[src/rtl/mem_wb_pkg.sv]
`default_nettype none
// ============================================================================
//  Module      : mem_wb_pkg
//  Description : Shared constants and helpers for the memory/writeback stage:
//                RV32I load/store funct3 codes, stage state encoding, access
//                size decode, store byte-enable generation and alignment test.
//  Revision    : 1.0 - initial release
// ============================================================================
package mem_wb_pkg;

    localparam logic [2:0] F3_B  = 3'b000;
    localparam logic [2:0] F3_H  = 3'b001;
    localparam logic [2:0] F3_W  = 3'b010;
    localparam logic [2:0] F3_BU = 3'b100;
    localparam logic [2:0] F3_HU = 3'b101;

    localparam logic [1:0] S_IDLE = 2'd0;
    localparam logic [1:0] S_MEM  = 2'd1;
    localparam logic [1:0] S_WB   = 2'd2;

    typedef enum logic [1:0] {
        SZ_BYTE = 2'd0,
        SZ_HALF = 2'd1,
        SZ_WORD = 2'd2
    } access_size_e;

    // Unknown funct3 codes fall through to a full-word access.
    function automatic access_size_e access_size(input logic [2:0] f3);
        access_size_e sz;
        case (f3)
            F3_B, F3_BU: sz = SZ_BYTE;
            F3_H, F3_HU: sz = SZ_HALF;
            F3_W:        sz = SZ_WORD;
            default:     sz = SZ_WORD;
        endcase
        return sz;
    endfunction

    function automatic logic [3:0] store_strobe(input logic [2:0] f3, input logic [1:0] a);
        logic [3:0] s;
        case (access_size(f3))
            SZ_BYTE: s = 4'b0001 << a;
            SZ_HALF: s = 4'b0011 << {a[1], 1'b0};
            default: s = 4'b1111;
        endcase
        return s;
    endfunction

    function automatic logic is_misaligned(input logic [2:0] f3, input logic [1:0] a);
        logic m;
        case (access_size(f3))
            SZ_BYTE: m = 1'b0;
            SZ_HALF: m = a[0];
            default: m = |a;
        endcase
        return m;
    endfunction

endpackage
`default_nettype wire

[src/rtl/lsu_load_align.sv]
`default_nettype none
// ============================================================================
//  Module      : lsu_load_align
//  Description : Combinational load formatter. Selects the addressed byte or
//                half-word lane of the read word and sign/zero extends it.
//  Revision    : 1.0 - initial release
// ============================================================================
module lsu_load_align
    import mem_wb_pkg::*;
#(
    parameter int XLEN = 32
) (
    input  logic [2:0]      funct3_i,
    input  logic [1:0]      addr_lo_i,
    input  logic [XLEN-1:0] rdata_i,
    output logic [XLEN-1:0] result_o
);

    logic [7:0]  byte_sel;
    logic [15:0] half_sel;

    // Lane select followed by extension according to the access type.
    always_comb begin
        byte_sel = rdata_i[{addr_lo_i, 3'b000} +: 8];
        half_sel = addr_lo_i[1] ? rdata_i[31:16] : rdata_i[15:0];
        case (funct3_i)
            F3_B:    result_o = {{(XLEN-8){byte_sel[7]}}, byte_sel};
            F3_BU:   result_o = {{(XLEN-8){1'b0}}, byte_sel};
            F3_H:    result_o = {{(XLEN-16){half_sel[15]}}, half_sel};
            F3_HU:   result_o = {{(XLEN-16){1'b0}}, half_sel};
            default: result_o = rdata_i;
        endcase
    end

endmodule
`default_nettype wire

[src/rtl/mem_wb_stage.sv]
`default_nettype none
// ============================================================================
//  Module      : mem_wb_stage
//  Description : Memory-access and writeback stage. ALU results are written
//                back the cycle after acceptance; loads/stores run a req/ack
//                transaction to the data RAM while execute is stalled.
//                Build option: MISALIGN_TRAP_EN adds misalign_o and suppresses
//                misaligned half/word accesses instead of truncating them.
//  Revision    : 1.0 - initial release
// ============================================================================
module mem_wb_stage
    import mem_wb_pkg::*;
#(
    parameter int XLEN   = 32,
    parameter int REG_AW = 5
) (
    input  logic              clk,
    input  logic              rst,
    input  logic              ex_valid_i,
    output logic              ex_ready_o,
    input  logic [XLEN-1:0]   ex_alu_result_i,
    input  logic [XLEN-1:0]   ex_rs2_data_i,
    input  logic [REG_AW-1:0] ex_rd_i,
    input  logic              ex_reg_we_i,
    input  logic              ex_mem_re_i,
    input  logic              ex_mem_we_i,
    input  logic [2:0]        ex_funct3_i,
    output logic              mem_req_o,
    output logic              mem_we_o,
    output logic [XLEN-1:0]   mem_addr_o,
    output logic [XLEN-1:0]   mem_wdata_o,
    output logic [3:0]        mem_wstrb_o,
    input  logic              mem_ack_i,
    input  logic [XLEN-1:0]   mem_rdata_i,
    output logic [REG_AW-1:0] reg_waddr_o,
    output logic [XLEN-1:0]   reg_wdata_o,
    output logic              reg_write_en_o
`ifdef MISALIGN_TRAP_EN
    ,
    output logic              misalign_o
`endif
);

    logic [1:0]        state_q, state_d;
    logic [XLEN-1:0]   addr_q, addr_d;
    logic [XLEN-1:0]   wdata_q, wdata_d;
    logic [3:0]        wstrb_q, wstrb_d;
    logic              we_q, we_d;
    logic [2:0]        f3_q, f3_d;
    logic [1:0]        off_q, off_d;
    logic [REG_AW-1:0] rd_q, rd_d;
    logic [REG_AW-1:0] waddr_q, waddr_d;
    logic [XLEN-1:0]   rwdata_q, rwdata_d;
    logic              wen_q, wen_d;

    logic              accept;
    logic              is_mem;
    logic              trap;
    logic [XLEN-1:0]   load_data;
    logic [XLEN-1:0]   store_data;

    assign ex_ready_o = rst & (state_q == S_IDLE);
    assign accept     = ex_valid_i & ex_ready_o;
    assign is_mem     = ex_mem_re_i | ex_mem_we_i;

`ifdef MISALIGN_TRAP_EN
    assign trap = is_misaligned(ex_funct3_i, ex_alu_result_i[1:0]);
`else
    assign trap = 1'b0;
`endif

    // Replicate the store operand across every lane it could land in.
    always_comb begin
        case (access_size(ex_funct3_i))
            SZ_BYTE: store_data = {(XLEN/8){ex_rs2_data_i[7:0]}};
            SZ_HALF: store_data = {(XLEN/16){ex_rs2_data_i[15:0]}};
            default: store_data = ex_rs2_data_i;
        endcase
    end

    lsu_load_align #(
        .XLEN (XLEN)
    ) u_align (
        .funct3_i  (f3_q),
        .addr_lo_i (off_q),
        .rdata_i   (mem_rdata_i),
        .result_o  (load_data)
    );

    // Next-state and datapath capture; write strobe defaults to a 1-cycle pulse.
    always_comb begin
        state_d  = state_q;
        addr_d   = addr_q;
        wdata_d  = wdata_q;
        wstrb_d  = wstrb_q;
        we_d     = we_q;
        f3_d     = f3_q;
        off_d    = off_q;
        rd_d     = rd_q;
        waddr_d  = waddr_q;
        rwdata_d = rwdata_q;
        wen_d    = 1'b0;
        case (state_q)
            S_IDLE: begin
                if (accept) begin
                    if (is_mem && !trap) begin
                        // A set load bit wins over a set store bit.
                        we_d    = ex_mem_we_i & ~ex_mem_re_i;
                        addr_d  = {ex_alu_result_i[XLEN-1:2], 2'b00};
                        wdata_d = store_data;
                        wstrb_d = (ex_mem_we_i & ~ex_mem_re_i)
                                ? store_strobe(ex_funct3_i, ex_alu_result_i[1:0]) : 4'b0000;
                        f3_d    = ex_funct3_i;
                        off_d   = ex_alu_result_i[1:0];
                        rd_d    = ex_rd_i;
                        state_d = S_MEM;
                    end else if (!is_mem) begin
                        waddr_d  = ex_rd_i;
                        rwdata_d = ex_alu_result_i;
                        wen_d    = ex_reg_we_i & (|ex_rd_i);
                    end
                end
            end
            S_MEM: begin
                if (mem_ack_i) begin
                    if (we_q) begin
                        state_d = S_IDLE;
                    end else begin
                        waddr_d  = rd_q;
                        rwdata_d = load_data;
                        wen_d    = |rd_q;
                        state_d  = S_WB;
                    end
                end
            end
            S_WB:    state_d = S_IDLE;
            default: state_d = S_IDLE;
        endcase
    end

    // State and output registers with synchronous active-low clear.
    always_ff @(posedge clk) begin
        if (!rst) begin
            state_q  <= S_IDLE;
            addr_q   <= '0;
            wdata_q  <= '0;
            wstrb_q  <= '0;
            we_q     <= 1'b0;
            f3_q     <= '0;
            off_q    <= '0;
            rd_q     <= '0;
            waddr_q  <= '0;
            rwdata_q <= '0;
            wen_q    <= 1'b0;
        end else begin
            state_q  <= state_d;
            addr_q   <= addr_d;
            wdata_q  <= wdata_d;
            wstrb_q  <= wstrb_d;
            we_q     <= we_d;
            f3_q     <= f3_d;
            off_q    <= off_d;
            rd_q     <= rd_d;
            waddr_q  <= waddr_d;
            rwdata_q <= rwdata_d;
            wen_q    <= wen_d;
        end
    end

`ifdef MISALIGN_TRAP_EN
    logic mis_q;

    // One-cycle pulse after a suppressed misaligned access is accepted.
    always_ff @(posedge clk) begin
        if (!rst) mis_q <= 1'b0;
        else      mis_q <= accept & is_mem & trap;
    end

    assign misalign_o = mis_q;
`endif

    assign mem_req_o      = (state_q == S_MEM);
    assign mem_we_o       = we_q;
    assign mem_addr_o     = addr_q;
    assign mem_wdata_o    = wdata_q;
    assign mem_wstrb_o    = wstrb_q;
    assign reg_waddr_o    = waddr_q;
    assign reg_wdata_o    = rwdata_q;
    assign reg_write_en_o = wen_q;

endmodule
`default_nettype wire

[config.mk]
export PLATFORM = sky130hd
export DESIGN_NAME = mem_wb_stage
export DESIGN_NICKNAME = d
export VERILOG_FILES = /design/src/rtl/mem_wb_pkg.sv /design/src/rtl/lsu_load_align.sv /design/src/rtl/mem_wb_stage.sv
export SDC_FILE = /design/constraint.sdc
export NUM_CORES = 1
export LEC_CHECK = 0
export ABC_AREA = 1
export BUFFER_PORTS_ARGS = -buffer_cell sky130_fd_sc_hd__buf_2
export CORE_MARGIN = 5
export CORE_UTILIZATION = 40
export DETAILED_ROUTE_END_ITERATION = 8
export PLACE_DENSITY = 0.73
export SETUP_SLACK_MARGIN = 0.2
export SLEW_MARGIN = 20
export SYNTH_ARGS = -nofsm -noshare
export SYNTH_HDL_FRONTEND = slang
export SYNTH_HIERARCHICAL = 1
export SYNTH_SLANG_ARGS = --single-unit
[constraint.sdc]
create_clock -name clk -period 1.9 [get_ports clk]
set_input_delay 0.38 -clock clk [delete_from_list [all_inputs] [get_ports clk]]
set_output_delay 0.38 -clock clk [all_outputs]
set_load 0.01 [all_outputs]
Yosys cells after proc, flatten, opt, wreduce, memory -nomap -nowiden
Index checks and enable logic that the tools add are counted.
{ "classes": {"add_sub_neg": 0, "multipliers": 0, "n_div": 0, "n_lt_le_gt_ge": 0, "eq_ne": 14, "n_shift": 3, "mux": 29, "n_bitwise": 6, "n_reduce_logical": 13} }
{ "ops": {"columns": ["operator", "n"], "rows": [
  ["32-bit two-way mux", 4],
  ["32-bit one-hot mux with 2 select lines", 2],
  ["32-bit one-hot mux with 4 select lines", 1],
  ["32-bit by 6-bit indexed part select with 8-bit output", 1],
  ["5-bit two-way mux", 4],
  ["16-bit two-way mux", 1],
  ["2-bit two-way mux", 7],
  ["3-bit equality test (second input constant)", 4],
  ["5-bit one-hot mux with 2 select lines", 1],
  ["5-bit OR reduction", 2],
  ["2-bit != test (second input constant)", 4],
  ["2-bit one-hot mux with 2 select lines", 2],
  ["4-bit one-hot mux with 2 select lines", 1],
  ["2-bit by 1-bit equality test with 1-bit output (second input constant)", 3],
  ["3-bit by 1-bit equality test with 1-bit output (second input constant)", 2],
  ["2-bit logical NOT", 3],
  ["3-bit logical NOT", 2],
  ["3-bit AND reduction", 2],
  ["5-bit AND reduction", 1],
  ["1-bit bitwise AND", 4],
  ["1-bit two-way mux", 4],
  ["4-bit two-way mux", 1],
  ["2-bit OR reduction", 2],
  ["1-bit by 2-bit << shifter with 4-bit output (first input constant)", 1],
  ["other kinds (6)", 6]
]} }
{ "word_totals": {"ff_bits": 117, "latch_bits": 0, "ramBits": 0, "romBits": 0, "in_bits": 111, "output_inout_bits": 109, "elab_cells": 76, "n_memories": 0} }

Depth between registers and ports, before layout
{ "depth": {"depth_word": 9, "mapped_depth": 14, "ltp_nobuf": 12} }

By module
The synthesis kept the hierarchy.
{ "modules_own_cells": {"columns": ["module", "instances", "cells_per_inst", "area_per_inst_um2", "seq_area_each_um2"], "rows": [
  ["mem_wb_stage", 1, 829, 5355.1, 2342.2],
  ["lsu_load_align", 1, 159, 812.0, 0.0]
]} }

Worst setup path before layout
Ideal clock, no wire load.
{ "synth_path": {"path_type": "input -> output", "startpoint": "input rst", "endpoint": "output ex_ready_o", "t_arrival_ns": 1.059, "required_ns": 1.520, "setup_slack_ns": 0.461, "cell_stages": 4, "n_path_buf": 2, "path_cell_list": "clkbuf_1 buf_1 nand2_1 inv_1"} }
{ "synth_via": {"elab_chain_len": 1} }
{ "synth_rtl": {"columns": ["item", "line_no", "text"], "rows": [
  ["from (decl)", "mem_wb_stage.sv:18", "input logic rst,"],
  ["1-bit bitwise AND", "mem_wb_stage.sv:62", "assign ex_ready_o = rst & (state_q == S_IDLE);"],
  ["to (decl)", "mem_wb_stage.sv:20", "output logic ex_ready_o,"]
]} }
Every way passes these cells.

Worst setup path in the final report
{ "layout_path": {"startpoint": "register state_q[1]", "endpoint": "output ex_ready_o"} }
{ "layout_via": {"elab_chain_len": 2} }
{ "layout_rtl": {"columns": ["item", "line_no", "text"], "rows": [
  ["from (decl)", "mem_wb_stage.sv:44", "logic [1:0] state_q, state_d;"],
  ["from (signal assigned)", "mem_wb_stage.sv:156", "state_q <= state_d;"],
  ["2-bit logical NOT", "mem_wb_stage.sv:62", null],
  ["1-bit bitwise AND", "mem_wb_stage.sv:62", null]
]} }
Every way passes these cells.

==> summary.md <==
| Metric | Value |
|---|---|
| Run status | `finished clean` |
| Worst Reg-to-Reg Cells | `11` |
| Latest clock arrival within the worst-skew pair | `0.42 ns` |
| Via count of the first global-routing pass | `6,485` |
| Proportion of netlist area held by the largest area contributor | `between 30% and 40%` |
| Buffer type at the clock tree root | `sky130_fd_sc_hd__clkbuf_16` |
| Detailed-routing iteration count for the pre-antenna-repair pass | `5` |
| Number of buffer and inverter stages on the critical path | `2` |
| Number of storage elements in the synthesis netlist | `117` |
| Leakage | `4.17 nW` |
| Cell type with the highest aggregate area in the netlist | `sky130_fd_sc_hd__dfxtp_1` |
| Die Y-Extent | `approximately 130 um` |
| Layout-stage area growth over the synthesis result | `29.9%` |
| Reg2Reg Capture Point | `reg_wdata_o[18]` |
| Final net count | `1,291` |
| Time the final worst path needs with I/O delays and setup | `approximately 1.6 ns` |
| Worst hold-check path type | `input pin to flip-flop` |
| Net Switching | `2.11 mW` |
| Ranking of synthesized cells by area | `sky130_fd_sc_hd__dfxtp_1 38%, sky130_fd_sc_hd__nand2_1 16%, sky130_fd_sc_hd__nor2_1 11%, sky130_fd_sc_hd__nand3_1 10%, sky130_fd_sc_hd__o21ai_0 6.6%` |
| Total number of vias | `6,970` |
| Clock Path Buffers | `2` |
| Fraction of final layout cells with drive strength greater than 1 | `25.6%` |
| Sequential share of power | `a little under two fifths` |
| Timing-limited maximum frequency | `0.629 GHz` |
| Count of final max-slew check failures | `0` |
| Max-cap violations | `0` |
| Largest delay share family, worst path | `flip-flops` |
| Total power per unit cell area | `887 nW/um2` |
| Number of inserted diodes | `0` |
| Setup TNS after final layout | `0 ns` |
| Hpwl dp | `15,300 um` |
| Element type at the critical path end | `output pin` |
| Min-Delay Startpoint | `mem_ack_i` |
| Highest-delay cell along the critical path | `sky130_fd_sc_hd__dfxtp_1` |
| First-pass GRT wire length | `33,000 um` |
| Average wire per standard cell | `15.3 um` |
| Final routed wirelength across all metal layers | `21,100 um` |
| Register area share after synthesis | `38.0%` |
| WS Path Type | `flip-flop to output pin` |
| Core area | `between 15,000 and 20,000 um2` |
| Maximum fanout along the worst path | `5` |
| Stage delay of the slowest cell on the critical path | `0.35 ns` |
| Worst IR drop on VDD | `553 uV` |
| Count of boundary I/O pins | `220` |
| Mean number of vias per cell | `5.05` |
| TritonCTS Sinks | `approximately 120` |
| Largest clock skew in the final design | `0.0113 ns` |
| Routability congestion estimate from global placement | `0.927` |
| Hold Path Stages | `4` |
| Cell internal power dissipation | `roughly 5 mW` |
| Fraction of power consumed by combinational cells | `19.1%` |
| Yosys synthesis warning count | `6` |
| Starting DRT DRC Count | `438` |
| Setup violations, final | `0` |
| Clock tree from TritonCTS | `built` |
| Fraction of power consumed by the clock network | `a little over two fifths` |
| Total count of hold-check failures in the final report | `0` |
| Cell-by-cell trace of the critical path | `nor2_4 -> nand2_1 -> inv_1 -> buf_2` |
| Total global routing overflow | `0` |
| # placed instances | `about 1,300` |
| Starting Density | `between 40% and 50%` |
| Clk slew on worst S/H paths | `around 0.060 ns` |
| Antenna-violating nets left | `0` |
| Die Area | `18,000 um2` |
| H-tree depth | `4` |
| Number of hold buffers added after CTS | `0` |
| Share of the clock period used by the worst path after layout | `about 84%` |
| Cell area reported after detailed placement | `7400 um2` |
| Unrepaired setup endpoints after global routing | `no` |
| Post-Route Utilization | `52.9%` |
| Number of buffers created by CTS | `17` |
| Post-Syn Area per Cell | `6.24 um2` |
| Data required time at the worst endpoint | `1.52 ns` |
| Total of fill cells in the finished design | `1,597` |
| Total number of placement rows | `between 40 and 50` |
| Number of different library cells in the post-synthesis netlist | `29` |
| Number of instances in the synthesized netlist | `988` |
| Total power after layout | `just over 7 mW` |
| Hold worst-path end | `state_q[0]` |
| Drc violations | `0` |
| Maximum number of pins on one net before global-route repair | `75` |
| All-layer global routing usage | `23.0%` |
| Count of input and output buffers | `~220` |
| Startpoint types | `flip-flop` |
| Cell Count, Final, Fillers Out | `1,381` |
| Post-synth design cell area | `6170 um2` |
| Switching portion of total power | `29.7%` |
| Launch instance of the worst register-to-register path | `f3_q[0]` |
| Critical Path AT | `1.21 ns` |
| Reg2Reg Setup Slack | `around 0.31 ns` |
| Post-route standard cell area excluding fillers | `8010 um2` |
| Initial antenna violation count | `1` |
| Die span in x | `134 um` |
-- power by group through the flow --
stage / registers (mW) / logic, mW / clock network [mW]
6_report: 2.69 / 1.36 / 3.06
5_1_grt: 2.71 / 1.52 / 3.25
3_3_place_gp: 2.74 / 1.34 / 0
2_1_floorplan: 2.80 / 0.782 / 0
4_1_cts: 2.69 / 1.35 / 3.12
3_5_place_dp: 2.74 / 1.34 / 0
-- synth_stat cells --
cell,n
sky130_fd_sc_hd__conb_1,1
sky130_fd_sc_hd__o21ai_1,1
sky130_fd_sc_hd__nor3_1,3
sky130_fd_sc_hd__nand2_1,258
sky130_fd_sc_hd__inv_4,1
sky130_fd_sc_hd__nand2_2,4
sky130_fd_sc_hd__inv_2,1
sky130_fd_sc_hd__nor2_2,3
sky130_fd_sc_hd__buf_4,5
sky130_fd_sc_hd__inv_1,63
sky130_fd_sc_hd__nand2_4,1
sky130_fd_sc_hd__buf_6,5
sky130_fd_sc_hd__nor2_4,1
sky130_fd_sc_hd__or2_2,4
sky130_fd_sc_hd__clkinv_1,1
sky130_fd_sc_hd__a21oi_1,52
sky130_fd_sc_hd__and2_4,1
sky130_fd_sc_hd__buf_2,37
sky130_fd_sc_hd__dfxtp_1,117
sky130_fd_sc_hd__nand3_2,8
sky130_fd_sc_hd__nand4_1,1
sky130_fd_sc_hd__nor2_1,182
sky130_fd_sc_hd__o211ai_1,2
sky130_fd_sc_hd__clkbuf_1,21
sky130_fd_sc_hd__o21ai_0,81
sky130_fd_sc_hd__buf_1,3
sky130_fd_sc_hd__nand3b_1,1
sky130_fd_sc_hd__or2_1,4
sky130_fd_sc_hd__nand3_1,126
-- cells in the final DEF, fill, tap and decap left out, types with 6 or more instances in the layout --
master	count
sky130_fd_sc_hd__nand2_1	256
sky130_fd_sc_hd__buf_2	217
sky130_fd_sc_hd__nor2_1	182
sky130_fd_sc_hd__nand3_1	126
sky130_fd_sc_hd__dfxtp_1	114
sky130_fd_sc_hd__o21ai_0	81
sky130_fd_sc_hd__inv_1	63
sky130_fd_sc_hd__a21oi_1	52
sky130_fd_sc_hd__buf_4	18
sky130_fd_sc_hd__clkbuf_16	17
sky130_fd_sc_hd__nand3_2	8
sky130_fd_sc_hd__buf_12	7
sky130_fd_sc_hd__nand2_2	6
-- sequential cells by signal, indices dropped and copies added (netlist names) --
name and cells:
off_q 2, mem_addr_o 30, mem_wdata_o 32, reg_wdata_o 32, mem_we_o 1, state_q 2, rd_q 5, mem_wstrb_o 4
reg_waddr_o 5, reg_write_en_o 1, f3_q 3
-- worst min-delay path, cell delays in order --
cell	delay, ns
sky130_fd_sc_hd__buf_2	0.08
sky130_fd_sc_hd__inv_1	0.04
sky130_fd_sc_hd__nand2_1	0.05
sky130_fd_sc_hd__a21oi_1	0.05
-- how the worst max path moves through the flow --
stage	start	end	slack, ns	cells past startpoint
6_report	state_q[1]	ex_ready_o	0.31	4
2_1_floorplan	rst	ex_ready_o	0.46	4
3_5_place_dp	off_q[1]	reg_wdata_o[26]	0.20	12
3_3_place_gp	off_q[1]	reg_wdata_o[18]	0.19	12
4_1_cts	f3_q[1]	reg_wdata_o[6]	0.20	11
5_1_grt	f3_q[0]	reg_wdata_o[18]	0.20	11
-- what timing repair did --
action | 4_1_cts | 5_1_grt
setup endpoints to repair | 5 | 35
gates resized for setup | 2 | 8
buffers inserted | 0 | 1
pin swaps | 0 | 1
-- cells by family after synthesis --
family,Yosys count,synth area share (%)
AOI/OAI and AO/OA,136,11.1
buffers and inverters,137,10.0
DFF,117,38.0
other,1,0.0608
and+or+nand+nor,597,40.8
-- cell type report --
type | count | area, um2 | area share [%]
timing repair buffer | 243 | 1370 | 17.1
clock buffer | 21 | 460 | 5.75
multi-input combinational | 735 | 3240 | 40.5
tap | 188 | 235 | 2.94
clock inverter | 11 | 103 | 1.28
sequential | 117 | 2350 | 29.3
inverter | 66 | 250 | 3.12
-- per-layer routing --
metal / share of wire [%] / GRT usage, % / vias up / wire length [um]
met5: 0.033 / 0 / - / 7
met1: 42 / 28.3 / 3115 / 8960
li1: - / - / 3515 / -
met2: 46 / 37.4 / 292 / 9630
met4: 2.6 / 9.11 / 2 / 546
met3: 9.4 / 7.43 / 46 / 1990
-- stage by stage --
stage	setup slack, ns	hold slack, ns
3_3_place_gp	0.185	0.453
6_report	0.310	0.237
4_1_cts	0.204	0.217
5_1_grt	0.199	0.231
2_1_floorplan	0.461	0.479
3_5_place_dp	0.201	0.461
No activity file was read; power rests on OpenSTA's default activity.
